### src/rtl/conv_sequencer.sv
// conv_sequencer: steps one full linear convolution y[n] = sum_k h[k]*x[n-k].
// Drives the coefficient ROM address (k), the data memory address (n-k) and
// the external MAC controls, and flags each finished y[n].
// Optional feature macro: CONV_BACKPRESSURE_EN adds out_ready and makes EMIT
// wait for out_valid & out_ready before advancing.
module conv_sequencer #(
  parameter int ADD   = 6,
  parameter int MAX_X = 50,
  parameter int MAX_H = 32,
  parameter int YW    = 7
) (
  input  logic           clk,
  input  logic           rst_n,
  input  logic           start,
  input  logic [ADD-1:0] len_x,
  input  logic [ADD-1:0] len_h,
  output logic [ADD-1:0] rom_addr,
  output logic [ADD-1:0] x_addr,
  output logic           mac_clr,
  output logic           mac_en,
  output logic           out_valid,
  output logic [YW-1:0]  out_idx,
  output logic           busy,
  output logic           done,
  output logic           cfg_err
`ifdef CONV_BACKPRESSURE_EN
  ,
  input  logic           out_ready
`endif
);

  localparam logic [2:0] S_IDLE = 3'd0;
  localparam logic [2:0] S_CLR  = 3'd1;
  localparam logic [2:0] S_ACC  = 3'd2;
  localparam logic [2:0] S_EMIT = 3'd3;
  localparam logic [2:0] S_DONE = 3'd4;

  localparam logic [ADD-1:0] LP_MAX_X = ADD'(MAX_X);
  localparam logic [ADD-1:0] LP_MAX_H = ADD'(MAX_H);

  logic [2:0]     r_state;
  logic [ADD-1:0] r_len_x;
  logic [ADD-1:0] r_len_h;
  logic [ADD-1:0] r_rom_addr;
  logic [ADD-1:0] r_x_addr;
  logic [YW-1:0]  r_n;
  logic           r_cfg_err;

  logic [YW-1:0]  w_n_plus1;
  logic [YW-1:0]  w_lx;
  logic [YW-1:0]  w_lh_m1;
  logic [YW-1:0]  w_last_n;
  logic [YW-1:0]  w_kmax;
  logic           w_kmin_pos;
  logic [ADD-1:0] w_kmin;
  logic [ADD-1:0] w_xstart;
  logic           w_acc_last;
  logic           w_emit_go;
  logic           w_len_zero;
  logic           w_len_over;

  // Tap range for the current n, evaluated at YW width so nothing wraps;
  // kmin and n-kmin always fit ADD bits, so their low bits are exact.
  assign w_n_plus1  = r_n + YW'(1);
  assign w_lx       = YW'(r_len_x);
  assign w_lh_m1    = YW'(r_len_h) - YW'(1);
  assign w_last_n   = YW'(r_len_x) + YW'(r_len_h) - YW'(2);
  assign w_kmax     = (r_n < w_lh_m1) ? r_n : w_lh_m1;
  assign w_kmin_pos = (w_n_plus1 > w_lx);
  assign w_kmin     = w_kmin_pos ? (w_n_plus1[ADD-1:0] - r_len_x) : '0;
  assign w_xstart   = r_n[ADD-1:0] - w_kmin;
  assign w_acc_last = (YW'(r_rom_addr) == w_kmax);
  assign w_len_zero = (len_x == '0) || (len_h == '0);
  assign w_len_over = (len_x > LP_MAX_X) || (len_h > LP_MAX_H);

`ifdef CONV_BACKPRESSURE_EN
  assign w_emit_go = out_ready;
`else
  assign w_emit_go = 1'b1;
`endif

  // Sequencer state, captured lengths, n counter and the address registers.
  always_ff @(posedge clk or negedge rst_n) begin
    if (!rst_n) begin
      r_state    <= S_IDLE;
      r_len_x    <= '0;
      r_len_h    <= '0;
      r_rom_addr <= '0;
      r_x_addr   <= '0;
      r_n        <= '0;
      r_cfg_err  <= 1'b0;
    end else begin
      case (r_state)
        S_IDLE: begin
          if (start) begin
            r_len_x   <= len_x;
            r_len_h   <= len_h;
            r_n       <= '0;
            r_cfg_err <= 1'b0;
            if (w_len_zero) begin
              r_state <= S_DONE;
            end else if (w_len_over) begin
              r_state   <= S_DONE;
              r_cfg_err <= 1'b1;
            end else begin
              r_state <= S_CLR;
            end
          end
        end
        S_CLR: begin
          r_rom_addr <= w_kmin;
          r_x_addr   <= w_xstart;
          r_state    <= S_ACC;
        end
        S_ACC: begin
          if (w_acc_last) begin
            r_state <= S_EMIT;
          end else begin
            r_rom_addr <= r_rom_addr + ADD'(1);
            r_x_addr   <= r_x_addr - ADD'(1);
          end
        end
        S_EMIT: begin
          if (w_emit_go) begin
            if (r_n == w_last_n) begin
              r_state <= S_DONE;
            end else begin
              r_n     <= w_n_plus1;
              r_state <= S_CLR;
            end
          end
        end
        S_DONE: begin
          r_state <= S_IDLE;
        end
        default: begin
          r_state <= S_IDLE;
        end
      endcase
    end
  end

  assign rom_addr  = r_rom_addr;
  assign x_addr    = r_x_addr;
  assign mac_clr   = (r_state == S_CLR);
  assign mac_en    = (r_state == S_ACC);
  assign out_valid = (r_state == S_EMIT);
  assign out_idx   = r_n;
  assign busy      = (r_state != S_IDLE);
  assign done      = (r_state == S_DONE);
  assign cfg_err   = r_cfg_err;

endmodule

### config.mk
export PLATFORM = sky130hd
export DESIGN_NAME = conv_sequencer
export DESIGN_NICKNAME = d
export VERILOG_FILES = /design/src/rtl/conv_sequencer.sv
export SDC_FILE = /design/constraint.sdc
export NUM_CORES = 1
export LEC_CHECK = 0
export ABC_AREA = 1
export ABC_CLOCK_PERIOD_IN_PS = 7950
export CAP_MARGIN = 20
export CORE_MARGIN = 2
export CORE_UTILIZATION = 53
export DETAILED_ROUTE_END_ITERATION = 6
export HOLD_SLACK_MARGIN = 0.12
export PLACE_DENSITY = 0.87
export SLEW_MARGIN = 0
export SYNTH_ARGS = -nofsm -noshare
export SYNTH_HDL_FRONTEND = slang
export SYNTH_SLANG_ARGS = --single-unit
export TNS_END_PERCENT = 1
### constraint.sdc
create_clock -name clk -period 7.95 [get_ports clk]
set_input_delay 1.59 -clock clk [delete_from_list [all_inputs] [get_ports clk]]
set_output_delay 1.59 -clock clk [all_outputs]
set_load 0.1 [all_outputs]
==> reports/metrics.yaml <==
outcome: "finished, final reports clean"
final_core_util: 0.637
cts_tree: "built"
hold-worst-slack_ns: 0.490
crit_path_end_kind: "output port"
grt_pass1_wl_microns: 13200
drv_slew: 0
drv_cap: 0
gp_congestion: 0.951
setup_tns_ns: 0
cts-root-buf: "clkbuf_8"
min_path_type: "register to register"
vias: 3078
finalClockSkew_ns: 0.00702
synth.area.top_cells: "dfrtp_1 28%, nand2_1 15%, ha_1 13%, nand3_1 8.2%, inv_1 8.1%"
cts_sinks: 35
yosysTopAreaCell: "dfrtp_1"
post_cts_buffers: 0
ys_seq_elements: 35
fp-row-count: 28
cts-resized-gates: 0
dp_hpwl_microns: 5910
path_max_fanout: 5
antenna-diode-count: 0
totalWireLength_microns: 7770
vias_per_cell: 5.41
yosysWarnings: 0
hold_viol: 0
cp.arrival_ns: 2.31
ant_nets: 0
area_growth_pct: 17.9
drive_gt1_frac: 0.0405
crit_type: "register to output port"
timing.fmax_mhz: 257
grt_usage: 0.259
cp-start-kind: "register"
dieArea_sq_um: 6600
synth_cell_types: 31
wl_per_cell_microns: 13.6
synth_top_area_frac: 0.277
postSynthAreaPerCell_sq_um: 6.96
htreeDepth: 2
period_minus_slack_ns: 3.90
grt_max_degree: 36
place_ws_ns: 4.39
rsz0062_at_grt: "no"
antenna_found_initial: 0
seq_area_frac_synth: 0.277
required_ns: 6.36
clkTransAtPathRegs_ns: 0.07
clk_latency_ns: 0.30
drc: 0
setup_viol_count_final: 0
hold_buffers: 0
grt_pass1_vias: 3030
nets: 543
grt.overflow.total: 0
syn_area_sq_um: 3160
relSlewSlack: 0.344
cts_buffers: 5
initial_core_util: 0.540
finalCritPeriodShare: 0.490
dr.pass1.iters: 4
fp.dieW_microns: 81.2
synth_cells: 454
worst_pin_slew_ns: 0.982
synth.net_count: 504
io_pins: 40
clockBufferDepth: 2
io_buffers: 39
die_y_microns: 81.2
drtIter0Drc: 231
core_sq_um: 5850
timing.final.ws_setup_ns: 4.05
-- final cells by class --
class | count | area, sq um
fillers | 480 | 2120
multi-input cells | 339 | 1970
flip-flops and latches | 35 | 876
repair buffers | 41 | 405
inverters | 71 | 267
well taps | 75 | 93.8
clock buffers | 6 | 82.6
clock inverters | 2 | 35.0
-- worst paths after layout --
check	to	slack (ns)	depth (start not counted)	start
max reg2reg	x_addr[5]	4.30	25	out_idx[1]
max	out_valid	4.05	2	r_state[2]
max in group asynchronous	rom_addr[4]	5.91	2	rst_n
min in group asynchronous	r_len_x[2]	1.70	2	rst_n
min reg2reg	cfg_err	0.49	2	cfg_err
min	cfg_err	0.49	2	cfg_err
-- synth_stat cells (all sizes together) --
cell / count
buf: 3
nand3: 52
xor2: 22
nor3: 8
dfrtp: 35
clkinv: 2
a31oi: 1
nand3b: 1
a21o: 1
nand4: 8
ha: 32
clkbuf: 6
o22ai: 1
o211ai: 1
nor2: 20
or2: 1
o21ai: 32
nor4: 1
xnor2: 6
inv: 69
a2bb2oi: 1
fa: 3
a21oi: 14
nand2: 134
-- worst max-delay path, stage by stage, from the launching register on --
cell             delay (ns)
dfrtp_1                0.43
nor3_1                 0.37
clkdlybuf4s50_1        1.21
-- cells by family after synthesis --
family	after synthesis	share of synthesized area
flops	35	0.277
simple gates	225	0.311
buf+inv	80	0.101
xor+xnor	28	0.0776
compound gates	51	0.0879
fa+ha+maj	35	0.146
-- through the flow --
step / area (sq um) / instances
after floorplan: 3160 / 454
after global placement: 3610 / 561
after detailed placement: 3610 / 561
after CTS: 3730 / 569
after global routing: 3730 / 569
final: 3730 / 569
-- cell usage in the layout (no fill, tap or decap), types with 2 or more instances in the layout --
cell type,instances
fa_1,3
nand2_1,128
inv_1,68
dfrtp_1,35
clkdlybuf4s50_1,39
xor2_1,22
clkbuf_8,6
o21ai_0,32
buf_4,2
nand3_1,52
xnor2_1,6
nand2_4,3
nor3_1,7
ha_1,32
nand2_2,3
nor2_1,20
clkinv_1,2
nand4_1,8
a21oi_1,13
-- sequential cells by signal, indices dropped and copies added (netlist names) --
register	count
r_state	3
out_idx	7
r_len_x	6
rom_addr	6
x_addr	6
cfg_err	1
r_len_h	6
-- routing by layer --
layer,GRT usage,routed length [microns],vias up
met3,0.0422,434,18
met1,0.320,3370,1416
met4,0.0847,155,0
met2,0.460,3800,102
met5,0,0,-
li1,-,-,1542
Power is not shown: default switching activity piles up to over one toggle a cycle in this logic, so the estimate is an artifact.
